## src/rtl/mem_arb_pkg.sv

```systemverilog
// Shared encodings for the memory-port arbiter: FSM states and grant IDs.
// No logic; latency and backpressure are properties of mem_port_arbiter.
package mem_arb_pkg;

   typedef enum logic [1:0] {
      ST_IDLE    = 2'd0,
      ST_BUSY    = 2'd1,
      ST_RELEASE = 2'd2
   } state_t;

   localparam logic GNT_IF = 1'b0;
   localparam logic GNT_MA = 1'b1;

endpackage

```

## src/rtl/mem_port_arbiter_if.sv

```systemverilog
// Requester and cache-controller handshake bundle for mem_port_arbiter.
// master = arbiter side; slave = the pipeline stages and cache controller around it.
interface mem_port_arbiter_if #(
   parameter int ADDR_W = 32,
   parameter int DATA_W = 32
);
   logic              if_req;
   logic [ADDR_W-1:0] if_addr;
   logic              ma_read;
   logic              ma_write;
   logic [ADDR_W-1:0] ma_addr;
   logic [DATA_W-1:0] ma_wdata;
   logic              mem_ready;
   logic [DATA_W-1:0] mem_rdata;
   logic              cc_enable;
   logic              cc_read;
   logic              cc_write;
   logic [ADDR_W-1:0] cc_addr;
   logic [DATA_W-1:0] cc_wdata;
   logic              if_done;
   logic              ma_done;
   logic [DATA_W-1:0] rdata;
   logic              if_stall;
   logic              ma_stall;

   modport master (
      input  if_req, if_addr, ma_read, ma_write, ma_addr, ma_wdata, mem_ready, mem_rdata,
      output cc_enable, cc_read, cc_write, cc_addr, cc_wdata, if_done, ma_done, rdata,
             if_stall, ma_stall
   );

   modport slave (
      output if_req, if_addr, ma_read, ma_write, ma_addr, ma_wdata, mem_ready, mem_rdata,
      input  cc_enable, cc_read, cc_write, cc_addr, cc_wdata, if_done, ma_done, rdata,
             if_stall, ma_stall
   );
endinterface

```

## src/rtl/mem_port_arbiter.sv

```systemverilog
// Shares one cache port between IF and MA; grant -> cc_enable next edge, done pulses on the mem_ready edge, 3-cycle min grant spacing.
// Requesters hold their request and stall until done; MA wins ties unless ARB_ROUND_ROBIN_EN alternates them.
module mem_port_arbiter
   import mem_arb_pkg::*;
#(
   parameter int ADDR_W = 32,
   parameter int DATA_W = 32
) (
   input  logic                clk,
   input  logic                rst_n,
   mem_port_arbiter_if.master  bus
);

   state_t            state;
   logic              gnt;
   logic              ma_pend;
   logic              win;
   logic              cc_enable_q;
   logic              cc_read_q;
   logic              cc_write_q;
   logic [ADDR_W-1:0] cc_addr_q;
   logic [DATA_W-1:0] cc_wdata_q;
   logic              if_done_q;
   logic              ma_done_q;
   logic [DATA_W-1:0] rdata_q;
`ifdef ARB_ROUND_ROBIN_EN
   logic              last_grant;
`endif

   assign ma_pend = bus.ma_read | bus.ma_write;

   always_comb begin
      win = ma_pend ? GNT_MA : GNT_IF;
`ifdef ARB_ROUND_ROBIN_EN
      if (bus.if_req && ma_pend)
         win = (last_grant == GNT_MA) ? GNT_IF : GNT_MA;
`endif
   end

   always_ff @(posedge clk or negedge rst_n) begin
      if (!rst_n) begin
         state       <= ST_IDLE;
         gnt         <= GNT_MA;
         cc_enable_q <= 1'b0;
         cc_read_q   <= 1'b0;
         cc_write_q  <= 1'b0;
         cc_addr_q   <= '0;
         cc_wdata_q  <= '0;
         if_done_q   <= 1'b0;
         ma_done_q   <= 1'b0;
         rdata_q     <= '0;
`ifdef ARB_ROUND_ROBIN_EN
         last_grant  <= GNT_MA;
`endif
      end else begin
         if_done_q <= 1'b0;
         ma_done_q <= 1'b0;
         case (state)
            ST_IDLE: begin
               if (bus.if_req || ma_pend) begin
                  gnt         <= win;
                  cc_enable_q <= 1'b1;
                  state       <= ST_BUSY;
`ifdef ARB_ROUND_ROBIN_EN
                  last_grant  <= win;
`endif
                  if (win == GNT_MA) begin
                     // A simultaneous read+write strobe is served as a write.
                     cc_addr_q  <= bus.ma_addr;
                     cc_wdata_q <= bus.ma_wdata;
                     cc_write_q <= bus.ma_write;
                     cc_read_q  <= ~bus.ma_write;
                  end else begin
                     cc_addr_q  <= bus.if_addr;
                     cc_write_q <= 1'b0;
                     cc_read_q  <= 1'b1;
                  end
               end
            end
            ST_BUSY: begin
               if (bus.mem_ready) begin
                  if (cc_read_q)
                     rdata_q <= bus.mem_rdata;
                  if (gnt == GNT_MA)
                     ma_done_q <= 1'b1;
                  else
                     if_done_q <= 1'b1;
                  cc_enable_q <= 1'b0;
                  state       <= ST_RELEASE;
               end
            end
            ST_RELEASE: state <= ST_IDLE;
            default:    state <= ST_IDLE;
         endcase
      end
   end

   assign bus.cc_enable = cc_enable_q;
   assign bus.cc_read   = cc_read_q;
   assign bus.cc_write  = cc_write_q;
   assign bus.cc_addr   = cc_addr_q;
   assign bus.cc_wdata  = cc_wdata_q;
   assign bus.if_done   = if_done_q;
   assign bus.ma_done   = ma_done_q;
   assign bus.rdata     = rdata_q;
   assign bus.if_stall  = bus.if_req & ~if_done_q;
   assign bus.ma_stall  = ma_pend & ~ma_done_q;

endmodule

```

## src/flat_wrapper.sv

```systemverilog
// flat-port wrapper written by rule: the top's interface ports become plain ports
module mem_port_arbiter_flat import mem_arb_pkg::*;
#(
   parameter int ADDR_W = 32,
   parameter int DATA_W = 32
)
  (clk, rst_n, bus_if_req, bus_if_addr, bus_ma_read, bus_ma_write, bus_ma_addr, bus_ma_wdata, bus_mem_ready, bus_mem_rdata, bus_cc_enable, bus_cc_read, bus_cc_write, bus_cc_addr, bus_cc_wdata, bus_if_done, bus_ma_done, bus_rdata, bus_if_stall, bus_ma_stall);
  mem_port_arbiter_if #(.ADDR_W(ADDR_W), .DATA_W(DATA_W)) bus_i ();
  input  logic clk;
  input  logic rst_n;
  input wire logic [$bits(bus_i.if_req)-1:0] bus_if_req;
  input wire logic [$bits(bus_i.if_addr)-1:0] bus_if_addr;
  input wire logic [$bits(bus_i.ma_read)-1:0] bus_ma_read;
  input wire logic [$bits(bus_i.ma_write)-1:0] bus_ma_write;
  input wire logic [$bits(bus_i.ma_addr)-1:0] bus_ma_addr;
  input wire logic [$bits(bus_i.ma_wdata)-1:0] bus_ma_wdata;
  input wire logic [$bits(bus_i.mem_ready)-1:0] bus_mem_ready;
  input wire logic [$bits(bus_i.mem_rdata)-1:0] bus_mem_rdata;
  output wire logic [$bits(bus_i.cc_enable)-1:0] bus_cc_enable;
  output wire logic [$bits(bus_i.cc_read)-1:0] bus_cc_read;
  output wire logic [$bits(bus_i.cc_write)-1:0] bus_cc_write;
  output wire logic [$bits(bus_i.cc_addr)-1:0] bus_cc_addr;
  output wire logic [$bits(bus_i.cc_wdata)-1:0] bus_cc_wdata;
  output wire logic [$bits(bus_i.if_done)-1:0] bus_if_done;
  output wire logic [$bits(bus_i.ma_done)-1:0] bus_ma_done;
  output wire logic [$bits(bus_i.rdata)-1:0] bus_rdata;
  output wire logic [$bits(bus_i.if_stall)-1:0] bus_if_stall;
  output wire logic [$bits(bus_i.ma_stall)-1:0] bus_ma_stall;
  assign bus_i.if_req = bus_if_req;
  assign bus_i.if_addr = bus_if_addr;
  assign bus_i.ma_read = bus_ma_read;
  assign bus_i.ma_write = bus_ma_write;
  assign bus_i.ma_addr = bus_ma_addr;
  assign bus_i.ma_wdata = bus_ma_wdata;
  assign bus_i.mem_ready = bus_mem_ready;
  assign bus_i.mem_rdata = bus_mem_rdata;
  assign bus_cc_enable = bus_i.cc_enable;
  assign bus_cc_read = bus_i.cc_read;
  assign bus_cc_write = bus_i.cc_write;
  assign bus_cc_addr = bus_i.cc_addr;
  assign bus_cc_wdata = bus_i.cc_wdata;
  assign bus_if_done = bus_i.if_done;
  assign bus_ma_done = bus_i.ma_done;
  assign bus_rdata = bus_i.rdata;
  assign bus_if_stall = bus_i.if_stall;
  assign bus_ma_stall = bus_i.ma_stall;
  mem_port_arbiter #(.ADDR_W(ADDR_W), .DATA_W(DATA_W)) u_core (.clk(clk), .rst_n(rst_n), .bus(bus_i));
endmodule
```

## config.mk

```make
export PLATFORM = sky130hd
export DESIGN_NAME = mem_port_arbiter_flat
export DESIGN_NICKNAME = d
export VERILOG_FILES = /design/src/rtl/mem_arb_pkg.sv /design/src/rtl/mem_port_arbiter_if.sv /design/src/rtl/mem_port_arbiter.sv /design/src/flat_wrapper.sv
export SDC_FILE = /design/constraint.sdc
export NUM_CORES = 1
export LEC_CHECK = 0
export CORE_MARGIN = 1
export CORE_UTILIZATION = 42
export CTS_CLUSTER_DIAMETER = 200
export DETAILED_ROUTE_END_ITERATION = 6
export HOLD_SLACK_MARGIN = 0.03
export PLACE_DENSITY = 0.86
export REMOVE_ABC_BUFFERS = 1
export SYNTH_ARGS = -nofsm -noshare
export SYNTH_HDL_FRONTEND = slang
export SYNTH_SLANG_ARGS = --single-unit
```

## constraint.sdc

```tcl
create_clock -name clk -period 2.2 [get_ports clk]
set_input_delay 0.22 -clock clk [delete_from_list [all_inputs] [get_ports clk]]
set_output_delay 0.22 -clock clk [all_outputs]
set_load 0.02 [all_outputs]
```

### Word level (Yosys, flattened, before mapping)

Index checks and enable logic that the tools add are counted.

* bits in registers: 104
* input bits: 134
* output and inout port bits: 103

* eq/ne operators: 3
* muxes and demuxes: 16
* bitwise gates (word level): 6
* reduce and logical (&&, ||, !) cells: 8

Operators by type and width (count)
* $mux 32: 1
* $mux 1: 11
* $reduce_and 3->1: 3
* $mux 2: 2
* $pmux 2 s2: 1
* $reduce_and 2->1: 2
* $not 1->1: 3
* $and 1x1->1: 2
* $eq 2x1->1 const B: 1
* $logic_not 2->1: 1
* $ne 2x1->1 const B: 1
* $ne 2x2->1 const B: 1
* $pmux 1 s2: 1
* $reduce_bool 2->1: 1
* $logic_or 1x1->1: 1
* $or 1x1->1: 1

### Depth between registers and ports, before layout

* word-level depth: 4
* mapped depth: 5
* depth with buffers taken out: 4

### Least setup slack after synthesis

OpenSTA, ideal clock, no wires.

* kind: input-to-reg
* from: input bus_ma_write
* to: register u_core.cc_addr_q[10], in the netlist u_core.bus.cc_addr[10]
* library setup time: 0.125 ns
* arrival time: 1.340 ns
* path slack: 0.735 ns
* stages on the path: 5
* buffers on the path: 2
* cell sequence: or2_1 buf_6 o21ai_4 buf_6 mux2_2

* word-level cells in the longest chain between the ends: 3
* elaborated cells on any way between the ends: 5
* those cells by class: mux (2); bitwise (1); reduce/logical (2)

Ends and longest elaborated chain
* start, declared: line flat_wrapper.sv:14 `input wire logic [$bits(bus_i.ma_write)-1:0] bus_ma_write;`
* $or 1x1->1 (*): line mem_port_arbiter.sv:30 `assign ma_pend = bus.ma_read | bus.ma_write;`
* $mux 1 / $logic_or 1x1->1 (equally long branches): line mem_port_arbiter.sv:33, mem_port_arbiter.sv:60
* $mux 32 / $reduce_and 2->1 (equally long branches)
* end signal, assigned: line mem_port_arbiter.sv:69 `cc_addr_q <= bus.ma_addr;`
* end signal, assigned: line mem_port_arbiter.sv:74 `cc_addr_q <= bus.if_addr;`
* end, declared: line mem_port_arbiter.sv:21 `logic [ADDR_W-1:0] cc_addr_q;`

Mark *: on every way between the ends. The rest lies on a longest branch, timed or not.
A chain may end at the register's enable or synchronous reset.

### Worst setup path after layout

* from: input bus_ma_write
* to: output bus_ma_stall

* word-level cells in the longest chain between the ends: 2

Ends and longest elaborated chain
* $or 1x1->1: line mem_port_arbiter.sv:30
* $and 1x1->1: line mem_port_arbiter.sv:107 `assign bus.ma_stall = ma_pend & ~ma_done_q;`
* end, declared: line flat_wrapper.sv:28 `output wire logic [$bits(bus_i.ma_stall)-1:0] bus_ma_stall;`

No other way between the ends.

==> impl_results.md <==
* Status: finished clean
* Synth area leaders: dfrtp_1 60%, mux2_2 33%, buf_6 1.8%, mux2_1 1.1%, buf_2 0.70%
* Final WL at 10950 um
* RR Endpoint: u_core.bus.cc_wdata[25]$_DFFE_PN0P_
* # fillers at ~730
* Critical Path AT at 1830 ps
* # IOs at about 240
* Routed Antenna Nets at 0
* Pin count of the biggest net entering global routing at slightly above 40
* Worst Tran Pin Value at 559.1 ps
* Hold Crit Class: input pin to async pin
* Final setup margin at 149.4 ps
* CTS tree: done
* Critical path cell sequence: clkdlybuf4s50_1 > or2_1 > nor2b_1 > clkdlybuf4s50_1
* Sw Ratio at 35.88%
* Area grow syn2layout at 63.64%
* Post-CTS Setup Repair Bufs at 0
* Top FF cell, synth: dfrtp_1
* Max Freq at 0.4877 GHz
* Hold_ws at 388.3 ps
* Comb power frac at 54.3%
* Vias in the first global route at 3339
* Worst-Skew Late Latency at between 300 and 400 ps
* Htree depth at 3
* Ys Warns at 0
* CP required at 1980 ps
* Most frequent cell after synthesis: mux2_2
* Final Max Slew Viols at 0
* Worst Path Buf+Inv at 2
* Initial core utilization at 43.57%
* Area after DPL at 0.006825 mm2
* Total GRT Usage at 20.62%
* Worst IR Drop VDD at ~800 uV
* CP dominant cell by count: clkdlybuf4s50_1
* Unique cell type count in the Yosys netlist at 18
* Endpoints failing hold at 0
* Post-synth EDFFs at 0
* Register area share after synthesis at 60.87%
* Slowest-stage cell, CP: clkdlybuf4s50_1
* Placer Congestion at ~0.71
* Die Ht at 102.9 um
* # setup viols final at 0
* Synth Register Bits at 104
* Tot Pwr at 9.680 mW
* Normalized max-slew margin at 62.73%
* Routed WL per cell at 16.93 um
* Fin crit share at 93.21%
* Pleak at 2.893 nW
* Reg-to-reg setup timing slack at 710 ps
* End point of the critical path: bus_ma_stall
* Share of the synthesized area in the top cell type at between 60% and 70%
* Minimum clock period at 2051 ps
* Syn_area_per_cell at 16.14 um2
* RSZ-0062 raised after global routing: false
* Placed cell count at 630
* Clock power frac at 10.8%
* Vias after detailed routing at 3103
* Fin cells at around 650
* Origin of the worst setup path: bus_ma_write
* Startpoint Class: input pin
* Setup_tns at 0 ps
* Initial antenna violation count at 0
* Critical path endpoint category: output port
* N_diodes at 0
* Core Util, Final at 71.29%
* CTS root buf: clkbuf_8
* Clk sinks at 104
* Pre-CTS setup slack at between 100 and 150 ps
* Post-route cell area at 0.007000 mm2
* CORE AREA at 0.009819 mm2
* Switching pwr at 3.473 mW
* P per Cell Area at approximately 1400 mW/mm2
* R2R depth at 4
* Via/cell ratio at 4.796
* # nets final at 643
* Levels on crit path at 4
* Post-synth top cells: 125 x mux2_2, 103 x dfrtp_1, 7 x buf_6
* Max-cap viol count at 0
* DRC Markers at 0
* Clock slew at reported path FFs at 100 ps
* Grt ovf at 0
* Share of cells above drive strength 1 at 29.38%
* CP peak stage delay at 620 ps
* First-pass GRT wire length at between 15000 and 20000 um
* Clock Tree Buf Depth at 2
* DR iter-0 viols at 61
* Async SR Flop Fraction at 100.0%
* Power share of the sequential group at 34.9%
* Critical path class: input pin to output port
* Post-CTS sizing at 0
* Final HPWL DP at 8499 um
* Count of port buffers added during placement at 236
* Int Pwr at 6.207 mW
* FP Rows at 36
* Critical path peak fanout at 5
* Cts bufs inserted at 9
* Syn Std Cell Area at 0.004278 mm2
* TritonRoute pass-1 iters at 3
* Die width at 102.9 um
* Clock Skew at 4.449 ps
* Area leader, netlist: dfrtp_1
* Die ar. at 0.01059 mm2
* CTS Hold Buffers Added at 1
* Cells after synthesis at about 270
* Top delay family on crit path: buffers and inverters
* FF-to-FF Start: u_core.state[0]$_DFFE_PN0P_
==> power groups by stage <==
| stage | sequential [mW] | combinational, mW | clock (mW) |
|---|---|---|---|
| global route | 3.49 | 5.54 | 1.15 |
| CTS | 3.39 | 5.33 | 1.08 |
| finish | 3.38 | 5.26 | 1.05 |
| detailed placement | 3.43 | 5.31 | 0 |
| floorplan | 4.54 | 1.47 | 0 |
| global placement | 3.35 | 5.20 | 0 |
==> flip-flops by register name, summed over array words and instances (netlist names), 2 cells and up <==
| name | count |
|---|---|
| u_core.bus.cc_addr | 32 |
| u_core.bus.cc_wdata | 32 |
| u_core.state | 2 |
| u_core.bus.rdata | 32 |
==> layer usage <==
layer,global-route usage (%),share of wire [%],vias up
met1,21.17,34,1526
met4,9.317,1.8,0
met2,38.05,54,138
met3,6.712,9.9,18
met5,0,0,-
li1,-,-,1421
==> worst min path at each step <==
stage               slack, ps   from                             endpoint
global placement          230  rst_n   u_core.bus.cc_wdata[6]$_DFFE_PN0P_
finish                    390  rst_n   u_core.bus.cc_wdata[3]$_DFFE_PN0P_
CTS                       390  rst_n   u_core.bus.cc_wdata[3]$_DFFE_PN0P_
detailed placement        250  rst_n  u_core.bus.cc_wdata[29]$_DFFE_PN0P_
floorplan                 -80  rst_n    u_core.bus.cc_addr[0]$_DFFE_PN0P_
global route              430  rst_n     u_core.bus.rdata[23]$_DFFE_PN0P_
==> cell usage in the layout, fill, tap and decap left out, drive strengths merged <==
| master | instances |
|---|---|
| a22o | 1 |
| clkinvlp | 2 |
| nor2 | 2 |
| or2 | 1 |
| nor2b | 2 |
| dfrtp | 103 |
| dfstp | 1 |
| inv | 2 |
| o21ai | 2 |
| nand2b | 1 |
| dlygate4sd3 | 1 |
| clkinv | 3 |
| mux2i | 1 |
| mux2 | 129 |
| clkbuf | 11 |
| clkdlybuf4s50 | 235 |
| nand2 | 5 |
| nand3b | 1 |
| buf | 10 |
| and2 | 1 |
==> kinds of logic after synthesis <==
logic type,synth area share [%]
buffers and inverters,2.720
flip-flops,60.87
AND/OR/NAND/NOR,1.521
multiplexers,34.19
AO/OA/AOI/OAI,0.7020
==> final cells by class <==
| class | count | area, um2 | share of cell area [%] |
|---|---|---|---|
| flip-flops and latches | 104 | 2604 | 37.19 |
| repair buffers | 246 | 2500 | 35.71 |
| multi-input cells | 146 | 1558 | 22.25 |
| well taps | 133 | 166.4 | 2.377 |
| clock buffers | 11 | 131.4 | 1.877 |
| clock inverters | 5 | 33.78 | 0.4826 |
| inverters | 2 | 7.507 | 0.1072 |
Power figures use the tool's default switching activity.
